`src/rtl/mem_port_arbiter_if.sv`:
```
// mem_port_arbiter_if
//   Bundles every handshake/bus signal of the IF/MEM-to-RAM arbiter.
//   slave  : arbiter view (requests and RAM responses in; acks, read data and RAM strobes out)
//   master : requester/RAM-model view (the reverse directions)
//   Signals:
//     if_req/if_addr/if_rdata/if_ack                 instruction-fetch read port
//     m_req/m_we/m_type/m_addr/m_wdata               MEM-stage request
//     m_rdata/m_ack/m_err                            MEM-stage response
//     busy                                           arbiter not idle
//     ram_en/ram_we/ram_addr/ram_wdata               RAM request
//     ram_rdata/ram_ready                            RAM response
interface mem_port_arbiter_if #(
    parameter int unsigned ADDR_W = 32
);
    logic              if_req;
    logic [ADDR_W-1:0] if_addr;
    logic [31:0]       if_rdata;
    logic              if_ack;

    logic              m_req;
    logic              m_we;
    logic [2:0]        m_type;
    logic [ADDR_W-1:0] m_addr;
    logic [31:0]       m_wdata;
    logic [31:0]       m_rdata;
    logic              m_ack;
    logic              m_err;

    logic              busy;

    logic              ram_en;
    logic [3:0]        ram_we;
    logic [ADDR_W-1:0] ram_addr;
    logic [31:0]       ram_wdata;
    logic [31:0]       ram_rdata;
    logic              ram_ready;

    modport slave (
        input  if_req, if_addr, m_req, m_we, m_type, m_addr, m_wdata, ram_rdata, ram_ready,
        output if_rdata, if_ack, m_rdata, m_ack, m_err, busy, ram_en, ram_we, ram_addr, ram_wdata
    );

    modport master (
        output if_req, if_addr, m_req, m_we, m_type, m_addr, m_wdata, ram_rdata, ram_ready,
        input  if_rdata, if_ack, m_rdata, m_ack, m_err, busy, ram_en, ram_we, ram_addr, ram_wdata
    );
endinterface

```
`src/rtl/mem_port_arbiter.sv`:
```
// mem_port_arbiter
//   Shares one single-ported data RAM between the IF and MEM pipeline stages.
//   Arbitrates requests (MEM priority with an IF anti-starvation streak), sequences
//   each access over a ready-handshake RAM port, builds big-endian byte enables and
//   lane-replicated store data, and extracts/extends load data.
// Ports:
//   clk   system clock, rising edge
//   rst   asynchronous, active-low reset
//   bus   mem_port_arbiter_if.slave (IF port, MEM port, busy, RAM port)
// Parameters:
//   ADDR_W      byte-address width
//   STARVE_LIM  consecutive MEM grants with IF waiting before IF is forced to win (1..15)
// Configuration:
//   MEM_ALIGN_CHECK_EN  when defined, misaligned half/word and reserved type 11 return
//                       m_ack=m_err=1 without a RAM cycle; when undefined m_err=0, low
//                       address bits are ignored for half/word and type 11 acts as word.
module mem_port_arbiter #(
    parameter int unsigned ADDR_W     = 32,
    parameter int unsigned STARVE_LIM = 4
) (
    input logic               clk,
    input logic               rst,
    mem_port_arbiter_if.slave bus
);

    typedef enum logic [1:0] {IDLE, ACC_IF, ACC_M, RESP} state_t;

    localparam logic [3:0] LIM = 4'(STARVE_LIM);

    state_t            state_q;
    logic [3:0]        streak_q;
    logic              m_we_q;
    logic [1:0]        sz_q;
    logic              sext_q;
    logic [1:0]        lane_q;
    logic              ram_en_q;
    logic [3:0]        ram_we_q;
    logic [ADDR_W-1:0] ram_addr_q;
    logic [31:0]       ram_wdata_q;
    logic [31:0]       if_rdata_q;
    logic              if_ack_q;
    logic [31:0]       m_rdata_q;
    logic              m_ack_q;
`ifdef MEM_ALIGN_CHECK_EN
    logic              m_err_q;
    logic              misalign_d;
`endif

    logic              mem_wins_d;
    logic [3:0]        we_d;
    logic [31:0]       wdata_d;
    logic [31:0]       load_d;
    logic [7:0]        ld_byte;
    logic [15:0]       ld_half;
    logic              unused_if_lsb;

    assign unused_if_lsb = ^bus.if_addr[1:0];

    // Grant decode and store formatting from the live request (used only in IDLE).
    // Lane map is big-endian: addr 0 addresses bits [31:24].
    always_comb begin
        mem_wins_d = bus.m_req && !(bus.if_req && (streak_q == LIM));
        we_d       = 4'b1111;
        wdata_d    = bus.m_wdata;
        case (bus.m_type[1:0])
            2'b00: begin
                we_d    = 4'b1000 >> bus.m_addr[1:0];
                wdata_d = {4{bus.m_wdata[7:0]}};
            end
            2'b01: begin
                we_d    = bus.m_addr[1] ? 4'b0011 : 4'b1100;
                wdata_d = {2{bus.m_wdata[15:0]}};
            end
            default: begin
                we_d    = 4'b1111;
                wdata_d = bus.m_wdata;
            end
        endcase
`ifdef MEM_ALIGN_CHECK_EN
        misalign_d = (bus.m_type[1:0] == 2'b11) ||
                     ((bus.m_type[1:0] == 2'b01) && bus.m_addr[0]) ||
                     ((bus.m_type[1:0] == 2'b10) && (bus.m_addr[1:0] != 2'b00));
`endif
    end

    // Load extraction from the RAM word using the access parameters latched at grant.
    always_comb begin
        case (lane_q)
            2'b00:   ld_byte = bus.ram_rdata[31:24];
            2'b01:   ld_byte = bus.ram_rdata[23:16];
            2'b10:   ld_byte = bus.ram_rdata[15:8];
            default: ld_byte = bus.ram_rdata[7:0];
        endcase
        ld_half = lane_q[1] ? bus.ram_rdata[15:0] : bus.ram_rdata[31:16];
        case (sz_q)
            2'b00:   load_d = {{24{sext_q & ld_byte[7]}}, ld_byte};
            2'b01:   load_d = {{16{sext_q & ld_half[15]}}, ld_half};
            default: load_d = bus.ram_rdata;
        endcase
    end

    always_ff @(posedge clk or negedge rst) begin
        if (!rst) begin
            state_q     <= IDLE;
            streak_q    <= '0;
            m_we_q      <= 1'b0;
            sz_q        <= '0;
            sext_q      <= 1'b0;
            lane_q      <= '0;
            ram_en_q    <= 1'b0;
            ram_we_q    <= '0;
            ram_addr_q  <= '0;
            ram_wdata_q <= '0;
            if_rdata_q  <= '0;
            if_ack_q    <= 1'b0;
            m_rdata_q   <= '0;
            m_ack_q     <= 1'b0;
`ifdef MEM_ALIGN_CHECK_EN
            m_err_q     <= 1'b0;
`endif
        end else begin
            if_ack_q <= 1'b0;
            m_ack_q  <= 1'b0;
`ifdef MEM_ALIGN_CHECK_EN
            m_err_q  <= 1'b0;
`endif
            case (state_q)
                IDLE: begin
                    if (mem_wins_d) begin
                        if (bus.if_req && (streak_q != 4'hF)) begin
                            streak_q <= streak_q + 4'd1;
                        end
                        m_we_q <= bus.m_we;
                        sz_q   <= bus.m_type[1:0];
                        sext_q <= bus.m_type[2];
                        lane_q <= bus.m_addr[1:0];
`ifdef MEM_ALIGN_CHECK_EN
                        if (misalign_d) begin
                            // Error completes straight from IDLE with no RAM cycle.
                            state_q   <= RESP;
                            m_ack_q   <= 1'b1;
                            m_err_q   <= 1'b1;
                            m_rdata_q <= '0;
                        end else begin
`else
                        begin
`endif
                            state_q     <= ACC_M;
                            ram_en_q    <= 1'b1;
                            ram_we_q    <= bus.m_we ? we_d : 4'b0000;
                            ram_addr_q  <= {bus.m_addr[ADDR_W-1:2], 2'b00};
                            ram_wdata_q <= wdata_d;
                        end
                    end else if (bus.if_req) begin
                        streak_q    <= '0;
                        state_q     <= ACC_IF;
                        ram_en_q    <= 1'b1;
                        ram_we_q    <= 4'b0000;
                        ram_addr_q  <= {bus.if_addr[ADDR_W-1:2], 2'b00};
                        ram_wdata_q <= '0;
                    end
                end
                ACC_IF: begin
                    if (bus.ram_ready) begin
                        state_q     <= RESP;
                        ram_en_q    <= 1'b0;
                        ram_we_q    <= '0;
                        ram_addr_q  <= '0;
                        ram_wdata_q <= '0;
                        if_rdata_q  <= bus.ram_rdata;
                        if_ack_q    <= 1'b1;
                    end
                end
                ACC_M: begin
                    if (bus.ram_ready) begin
                        state_q     <= RESP;
                        ram_en_q    <= 1'b0;
                        ram_we_q    <= '0;
                        ram_addr_q  <= '0;
                        ram_wdata_q <= '0;
                        m_rdata_q   <= m_we_q ? 32'd0 : load_d;
                        m_ack_q     <= 1'b1;
                    end
                end
                default: begin
                    state_q    <= IDLE;
                    if_rdata_q <= '0;
                    m_rdata_q  <= '0;
                end
            endcase
        end
    end

    assign bus.busy      = (state_q != IDLE);
    assign bus.ram_en    = ram_en_q;
    assign bus.ram_we    = ram_we_q;
    assign bus.ram_addr  = ram_addr_q;
    assign bus.ram_wdata = ram_wdata_q;
    assign bus.if_rdata  = if_rdata_q;
    assign bus.if_ack    = if_ack_q;
    assign bus.m_rdata   = m_rdata_q;
    assign bus.m_ack     = m_ack_q;
`ifdef MEM_ALIGN_CHECK_EN
    assign bus.m_err     = m_err_q;
`else
    assign bus.m_err     = 1'b0;
`endif

endmodule

```
`src/flat_wrapper.sv`:
```
// flat-port wrapper written by rule: the top's interface ports become plain ports
module mem_port_arbiter_flat 
#(
    parameter int unsigned ADDR_W     = 32,
    parameter int unsigned STARVE_LIM = 4
)
  (clk, rst, bus_if_req, bus_if_addr, bus_m_req, bus_m_we, bus_m_type, bus_m_addr, bus_m_wdata, bus_ram_rdata, bus_ram_ready, bus_if_rdata, bus_if_ack, bus_m_rdata, bus_m_ack, bus_m_err, bus_busy, bus_ram_en, bus_ram_we, bus_ram_addr, bus_ram_wdata);
  mem_port_arbiter_if #(.ADDR_W(ADDR_W)) bus_i ();
  input logic clk;
  input logic rst;
  input wire logic [$bits(bus_i.if_req)-1:0] bus_if_req;
  input wire logic [$bits(bus_i.if_addr)-1:0] bus_if_addr;
  input wire logic [$bits(bus_i.m_req)-1:0] bus_m_req;
  input wire logic [$bits(bus_i.m_we)-1:0] bus_m_we;
  input wire logic [$bits(bus_i.m_type)-1:0] bus_m_type;
  input wire logic [$bits(bus_i.m_addr)-1:0] bus_m_addr;
  input wire logic [$bits(bus_i.m_wdata)-1:0] bus_m_wdata;
  input wire logic [$bits(bus_i.ram_rdata)-1:0] bus_ram_rdata;
  input wire logic [$bits(bus_i.ram_ready)-1:0] bus_ram_ready;
  output wire logic [$bits(bus_i.if_rdata)-1:0] bus_if_rdata;
  output wire logic [$bits(bus_i.if_ack)-1:0] bus_if_ack;
  output wire logic [$bits(bus_i.m_rdata)-1:0] bus_m_rdata;
  output wire logic [$bits(bus_i.m_ack)-1:0] bus_m_ack;
  output wire logic [$bits(bus_i.m_err)-1:0] bus_m_err;
  output wire logic [$bits(bus_i.busy)-1:0] bus_busy;
  output wire logic [$bits(bus_i.ram_en)-1:0] bus_ram_en;
  output wire logic [$bits(bus_i.ram_we)-1:0] bus_ram_we;
  output wire logic [$bits(bus_i.ram_addr)-1:0] bus_ram_addr;
  output wire logic [$bits(bus_i.ram_wdata)-1:0] bus_ram_wdata;
  assign bus_i.if_req = bus_if_req;
  assign bus_i.if_addr = bus_if_addr;
  assign bus_i.m_req = bus_m_req;
  assign bus_i.m_we = bus_m_we;
  assign bus_i.m_type = bus_m_type;
  assign bus_i.m_addr = bus_m_addr;
  assign bus_i.m_wdata = bus_m_wdata;
  assign bus_i.ram_rdata = bus_ram_rdata;
  assign bus_i.ram_ready = bus_ram_ready;
  assign bus_if_rdata = bus_i.if_rdata;
  assign bus_if_ack = bus_i.if_ack;
  assign bus_m_rdata = bus_i.m_rdata;
  assign bus_m_ack = bus_i.m_ack;
  assign bus_m_err = bus_i.m_err;
  assign bus_busy = bus_i.busy;
  assign bus_ram_en = bus_i.ram_en;
  assign bus_ram_we = bus_i.ram_we;
  assign bus_ram_addr = bus_i.ram_addr;
  assign bus_ram_wdata = bus_i.ram_wdata;
  mem_port_arbiter #(.ADDR_W(ADDR_W), .STARVE_LIM(STARVE_LIM)) u_core (.clk(clk), .rst(rst), .bus(bus_i));
endmodule
```
`config.mk`:
```
export PLATFORM = sky130hd
export DESIGN_NAME = mem_port_arbiter_flat
export DESIGN_NICKNAME = d
export VERILOG_FILES = /design/src/rtl/mem_port_arbiter_if.sv /design/src/rtl/mem_port_arbiter.sv /design/src/flat_wrapper.sv
export SDC_FILE = /design/constraint.sdc
export NUM_CORES = 1
export LEC_CHECK = 0
export CAP_MARGIN = 20
export CORE_UTILIZATION = 47
export DETAILED_ROUTE_END_ITERATION = 8
export GPL_TIMING_DRIVEN = 0
export HOLD_SLACK_MARGIN = 0.05
export PLACE_DENSITY = 0.86
export SYNTH_ARGS = -nofsm -noshare
export SYNTH_HDL_FRONTEND = slang
export SYNTH_SLANG_ARGS = --single-unit
export TNS_END_PERCENT = 10
```
`constraint.sdc`:
```
create_clock -name clk -period 4.5 [get_ports clk]
set_input_delay 0.675 -clock clk [delete_from_list [all_inputs] [get_ports clk]]
set_output_delay 0.675 -clock clk [all_outputs]
set_load 0.01 [all_outputs]
```
---- Yosys cells after proc, flatten, opt, wreduce, memory -nomap -nowiden ----
Index checks and enable logic that the tools add are counted.
operators by class
  $add $sub $neg .......................... 1
  eq/ne operators ......................... 13
  shift operators ......................... 1
  multiplexer cells ....................... 36
  bitwise gates (word level) .............. 4
  reduce and logical (&&, ||, !) cells .... 20
operator list
  cell                   count
  $pmux W32 S2           6
  $mux W32               8
  $mux W4                7
  $pmux W8 S3            1
  $mux W16               1
  $pmux W4 S2            2
  $eq A2 B1 Y1 const B   4
  $logic_not A2 Y1       4
  $reduce_and A2 Y1      4
  $mux W1                6
  $mux W2                3
  $ne A2 B2 Y1 const B   3
  $reduce_and A3 Y1      2
  $reduce_bool A2 Y1     3
  $reduce_or A2 Y1       3
  $add A4 B1 Y4 const B  1
  $eq A2 B2 Y1 const B   2
  $eq A4 B3 Y1 const B   1
  $ne A4 B4 Y1 const B   1
  $pmux W2 S2            1
  $shr A4 B2 Y4 const A  1
  $logic_and A1 B1 Y1    3
  $ne A3 B2 Y1 const B   1
  $and A1 B1 Y1          2
  other kinds (4)        5
storage, ports and cells
  flip-flop bits (word level) ............. 147
  bits of input ports ..................... 137
  output and inout bits ................... 137
  word-level logic and storage cells ...... 89

---- Depth between registers and ports, before layout ----
  word-level depth ........................ 7
  depth in mapped cells ................... 9

---- Least setup slack after synthesis ----
Ideal clock, no wire load.
  path kind ............................... register to register
  from .................................... reg u_core.state_q[0]
  to ...................................... reg u_core.m_rdata_q[20], in the netlist u_core.bus.m_rdata[20]
  data arrival time ....................... 1845 ps
  data required time ...................... 4435 ps
  path slack .............................. 2589 ps
  stages on the path, launching flop included .. 9
  path buffers ............................ 3
  path through ............................ dfrtp_1 -> inv_1 -> ha_1 -> buf_6 -> or4_4 -> o21ba_1 -> buf_6 -> buf_8 -> a22o_1
on the way
  cells in the longest elaborated chain, start to end .. 4
RTL lines
  what                                              line                     source
  from (decl)                                       mem_port_arbiter.sv:30   state_t state_q;
  from (signal assigned)                            mem_port_arbiter.sv:104  state_q <= IDLE;
  from (signal assigned)                            mem_port_arbiter.sv:148  state_q <= ACC_M;
  from (signal assigned)                            mem_port_arbiter.sv:156  state_q <= ACC_IF;
  $eq A2 B1 Y1 or $logic_not A2 Y1 (tied branches)  mem_port_arbiter.sv:127  case (state_q)
  $reduce_or A2 Y1 (no line)                        n/a
  $not A1 Y1 (no line)                              n/a
  $reduce_and A2 Y1 (no line)                       n/a
  to (signal assigned)                              mem_port_arbiter.sv:181  m_rdata_q <= m_we_q ? 32'd0 : load_d;
  to (decl)                                         mem_port_arbiter.sv:42   logic [31:0] m_rdata_q;
Parallel ways exist; a longest one is shown, timed or not.
A chain may end at the register's enable or synchronous reset.

---- Worst setup path after layout ----
  from .................................... reg u_core.state_q[0]
  to ...................................... out bus_busy
on the way
  cells in the longest elaborated chain, start to end .. 1
RTL lines
  what                line                     source
  $reduce_bool A2 Y1  mem_port_arbiter.sv:194  assign bus.busy = (state_q != IDLE);
  to (decl)           flat_wrapper.sv:25       output wire logic [$bits(bus_i.busy)-1:0] bus_busy;
Every way passes these cells.

==> impl_metrics.json <==
{
  "synth_area_sq_um": 6800,
  "gpl.final_weighted_congestion": 0.918,
  "total_power_uw": 6380,
  "clock_sink_count": 145,
  "timing.critical_path.depth": 5,
  "finalNonFillerCells": 1183,
  "antenna_violating_nets_post_route": 0,
  "timing.fmax_mhz": 387,
  "topRoutingLayerUsed": "met4",
  "cts_repair_resize_count": 0,
  "cp_slowest_stage_delay_ns": 0.57,
  "total_global_routing_overflow": 0,
  "p_per_area_nw_per_um2": 618,
  "finalCoreUtilization_pct": 73.8,
  "routed_wire_length_per_instance_um": 18.7,
  "slew-limit-headroom_pct": 26.7,
  "slew_violations": 0,
  "average_vias_per_placed_instance": 5.52,
  "path_common_cell": "inv_1",
  "h_tree_levels": 4,
  "post_route_cells_drive_above_1_share_pct": 5.88,
  "ys_seq_area_share_pct": 53.3,
  "num-nets-final": 1133,
  "yosys_warning_total": 0,
  "cts_tree": "built",
  "grt_pass1_vias": 6406,
  "drt_wl_total_um": 22100,
  "post-synth-top-area-fraction_pct": 53.3,
  "fin_skew_ns": 0.00832,
  "hold_path.class": "in -> async",
  "synth_largest_area_cell": "dfrtp_1",
  "numPortBuffers": 268,
  "yosysUniqueCellTypes": 42,
  "num_vias": 6532,
  "netlist_top_cells_area": "dfrtp_1 (53%), mux2i_1 (8.4%), nand2_1 (7.9%)",
  "worst_setup_path_end_kind": "primary output",
  "horizontal_die_dimension_um": 122,
  "antenna-diode-count": 0,
  "syn_area_per_cell_sq_um": 9.72,
  "dieArea_sq_um": 15000,
  "timing.critical_path.max_delay_family": "buffers and inverters",
  "worst_margin_slew_ns": 1.10,
  "wl_met3_um": 1760,
  "detailedPlace.worstSlack_ns": 1.67,
  "synth-edff-count": 0,
  "grt_max_degree": 81,
  "detailedRoute.firstPassIterationCount": 6,
  "final_common_cell": "clkdlybuf4s50_1",
  "globalRouteTotalUtil_pct": 30.3,
  "fin_crit_ns": 2.58,
  "postCtsSetupRepairBufs": 0,
  "design.core.area_sq_um": 14000,
  "startpoint_type": "register",
  "ctsLongestPathBuffers": 2,
  "cp.buffers_inverters": 4,
  "wl_met2_um": 10900,
  "setup_violations": 0,
  "post_cts_hold_buffer_count": 0,
  "cap_viol_max_count": 0,
  "rsz0062_at_grt": "false",
  "ios": 274,
  "grt_first_pass_wirelength_um": 34000,
  "route.detailed.drc": 0,
  "critPathArrivalTime_ns": 1.91,
  "detail_route.wirelength.met1_um": 8920,
  "synthFlopType": "dfrtp_1",
  "cts_inserted_buffers": 17,
  "die_height_um": 122,
  "worst-setup-path-type": "reg -> out",
  "mostFrequentLayoutCells": "clkdlybuf4s50_1 (267), dfrtp_1 (145), nand2_1 (144)",
  "fp-row-count": 43,
  "critical_path_peak_fanout": 10,
  "worst_r2r_path_depth": 7,
  "cellLeakagePower_uw": 0.00448,
  "outcome": "complete, no violations",
  "start_util_pct": 48.6,
  "share_of_synthesized_registers_carrying_an_async_set_or_reset_pct": 100,
  "synth_cells": 700,
  "worst_vdd_ir_v": 0.000339,
  "flow.area_growth_from_synthesis_pct": 51.7,
  "grt_antenna_before_repair": 0,
  "setup_ws_ns": 1.92,
  "timing.critical_path.slowest_stage_cell": "clkdlybuf4s50_1",
  "final_hold_vios": 0,
  "post-place-cells": 1151,
  "ys_seq_elements": 145,
  "min_period_over_period_pct": 57.4,
  "worst_skew_pair.late_latency_ns": 0.42,
  "clock-root-buffer": "clkbuf_16",
  "dp.final_hpwl_um": 16400,
  "cts.clk_slew.worst_paths_ns": 0.07,
  "drt-initial-drc-count": 473,
  "worst-endpoint-required_ns": 3.83,
  "timing.critical_path.cells": "inv_1 > ha_1 > buf_6 > inv_1 > clkdlybuf4s50_1"
}
==> through the flow <==
step	area (sq um)	hold slack (ns)	setup TNS, ns
finish	10300	0.230	0
global route	10300	0.272	0
CTS	10300	0.256	0
detailed placement	9750	0.466	0
global placement	9720	0.460	-435.62
floorplan	6810	0.379	0
==> power by group <==
group / internal (uW) / leakage [uW] / switching (uW)
clock network: 776 / 0.000262 / 605
logic: 1310 / 0.00228 / 1690
registers: 1740 / 0.00193 / 259
==> layout make-up <==
type	instances	area [sq um]
buffer	52	244
clock buffer	17	425
clock inverter	15	148
fill	1016	3670
inverter	14	52.6
multi-input combinational	491	2890
sequential	145	3630
tap	180	225
timing repair buffer	269	2710
==> synthesized netlist by cell type (all sizes together), types with 2 or more instances <==
cell type	number
nand2	144
or4	2
mux2	6
a311oi	6
nor2	30
nand2b	25
a32o	6
a22o	25
o21ai	109
inv	14
nor2b	7
ha	6
a211o	3
nand3	3
o22ai	2
and2	2
or3	8
mux2i	57
o31ai	10
dfrtp	145
clkbuf	35
a21oi	22
buf	17
nor3	3
or2	2
==> cell families (layout without fill, tap and decap cells) <==
| kind of cell | after synthesis | count (layout) | synth area share, % |
|---|---|---|---|
| compound gates | 191 | 191 | 17.2 |
| simple gates | 228 | 228 | 14.6 |
| fa+ha+maj | 6 | 6 | 1.10 |
| buf+inv | 66 | 367 | 4.36 |
| other cells | 1 | 3 | 0.0551 |
| mux | 63 | 63 | 9.38 |
| flops | 145 | 145 | 53.3 |
==> registers in the layout, summed over array words and instances (netlist names) <==
register	flops
u_core.sz_q	2
u_core.streak_q	4
u_core.state_q	2
u_core.bus.if_rdata	32
u_core.lane_q	2
u_core.bus.m_rdata	32
u_core.bus.ram_addr	30
u_core.bus.ram_wdata	32
u_core.bus.if_ack	1
u_core.sext_q	1
u_core.bus.m_ack	1
u_core.bus.ram_en	1
u_core.bus.ram_we	4
u_core.m_we_q	1
==> path summary, 6_finish.rpt <==
kind                                            from                       to  slack (ns)
worst max-delay path               u_core.state_q[0]                 bus_busy        1.92
worst min-delay path                             rst  u_core.bus.if_rdata[10]        0.23
worst max register to register     u_core.state_q[1]   u_core.bus.if_rdata[7]        2.10
worst min register to register  u_core.bus.ram_we[2]     u_core.bus.ram_we[2]        0.48
max in group asynchronous                        rst         u_core.bus.m_ack        3.46
min in group clk                u_core.bus.ram_we[2]     u_core.bus.ram_we[2]        0.48
==> per-layer routing <==
metal,GRT usage [%],up-vias
li1,-,3012
met1,37.5,3172
met2,49.7,308
met3,9.53,40
met4,11.1,0
met5,0,-
(Power assumes the default switching activity.)
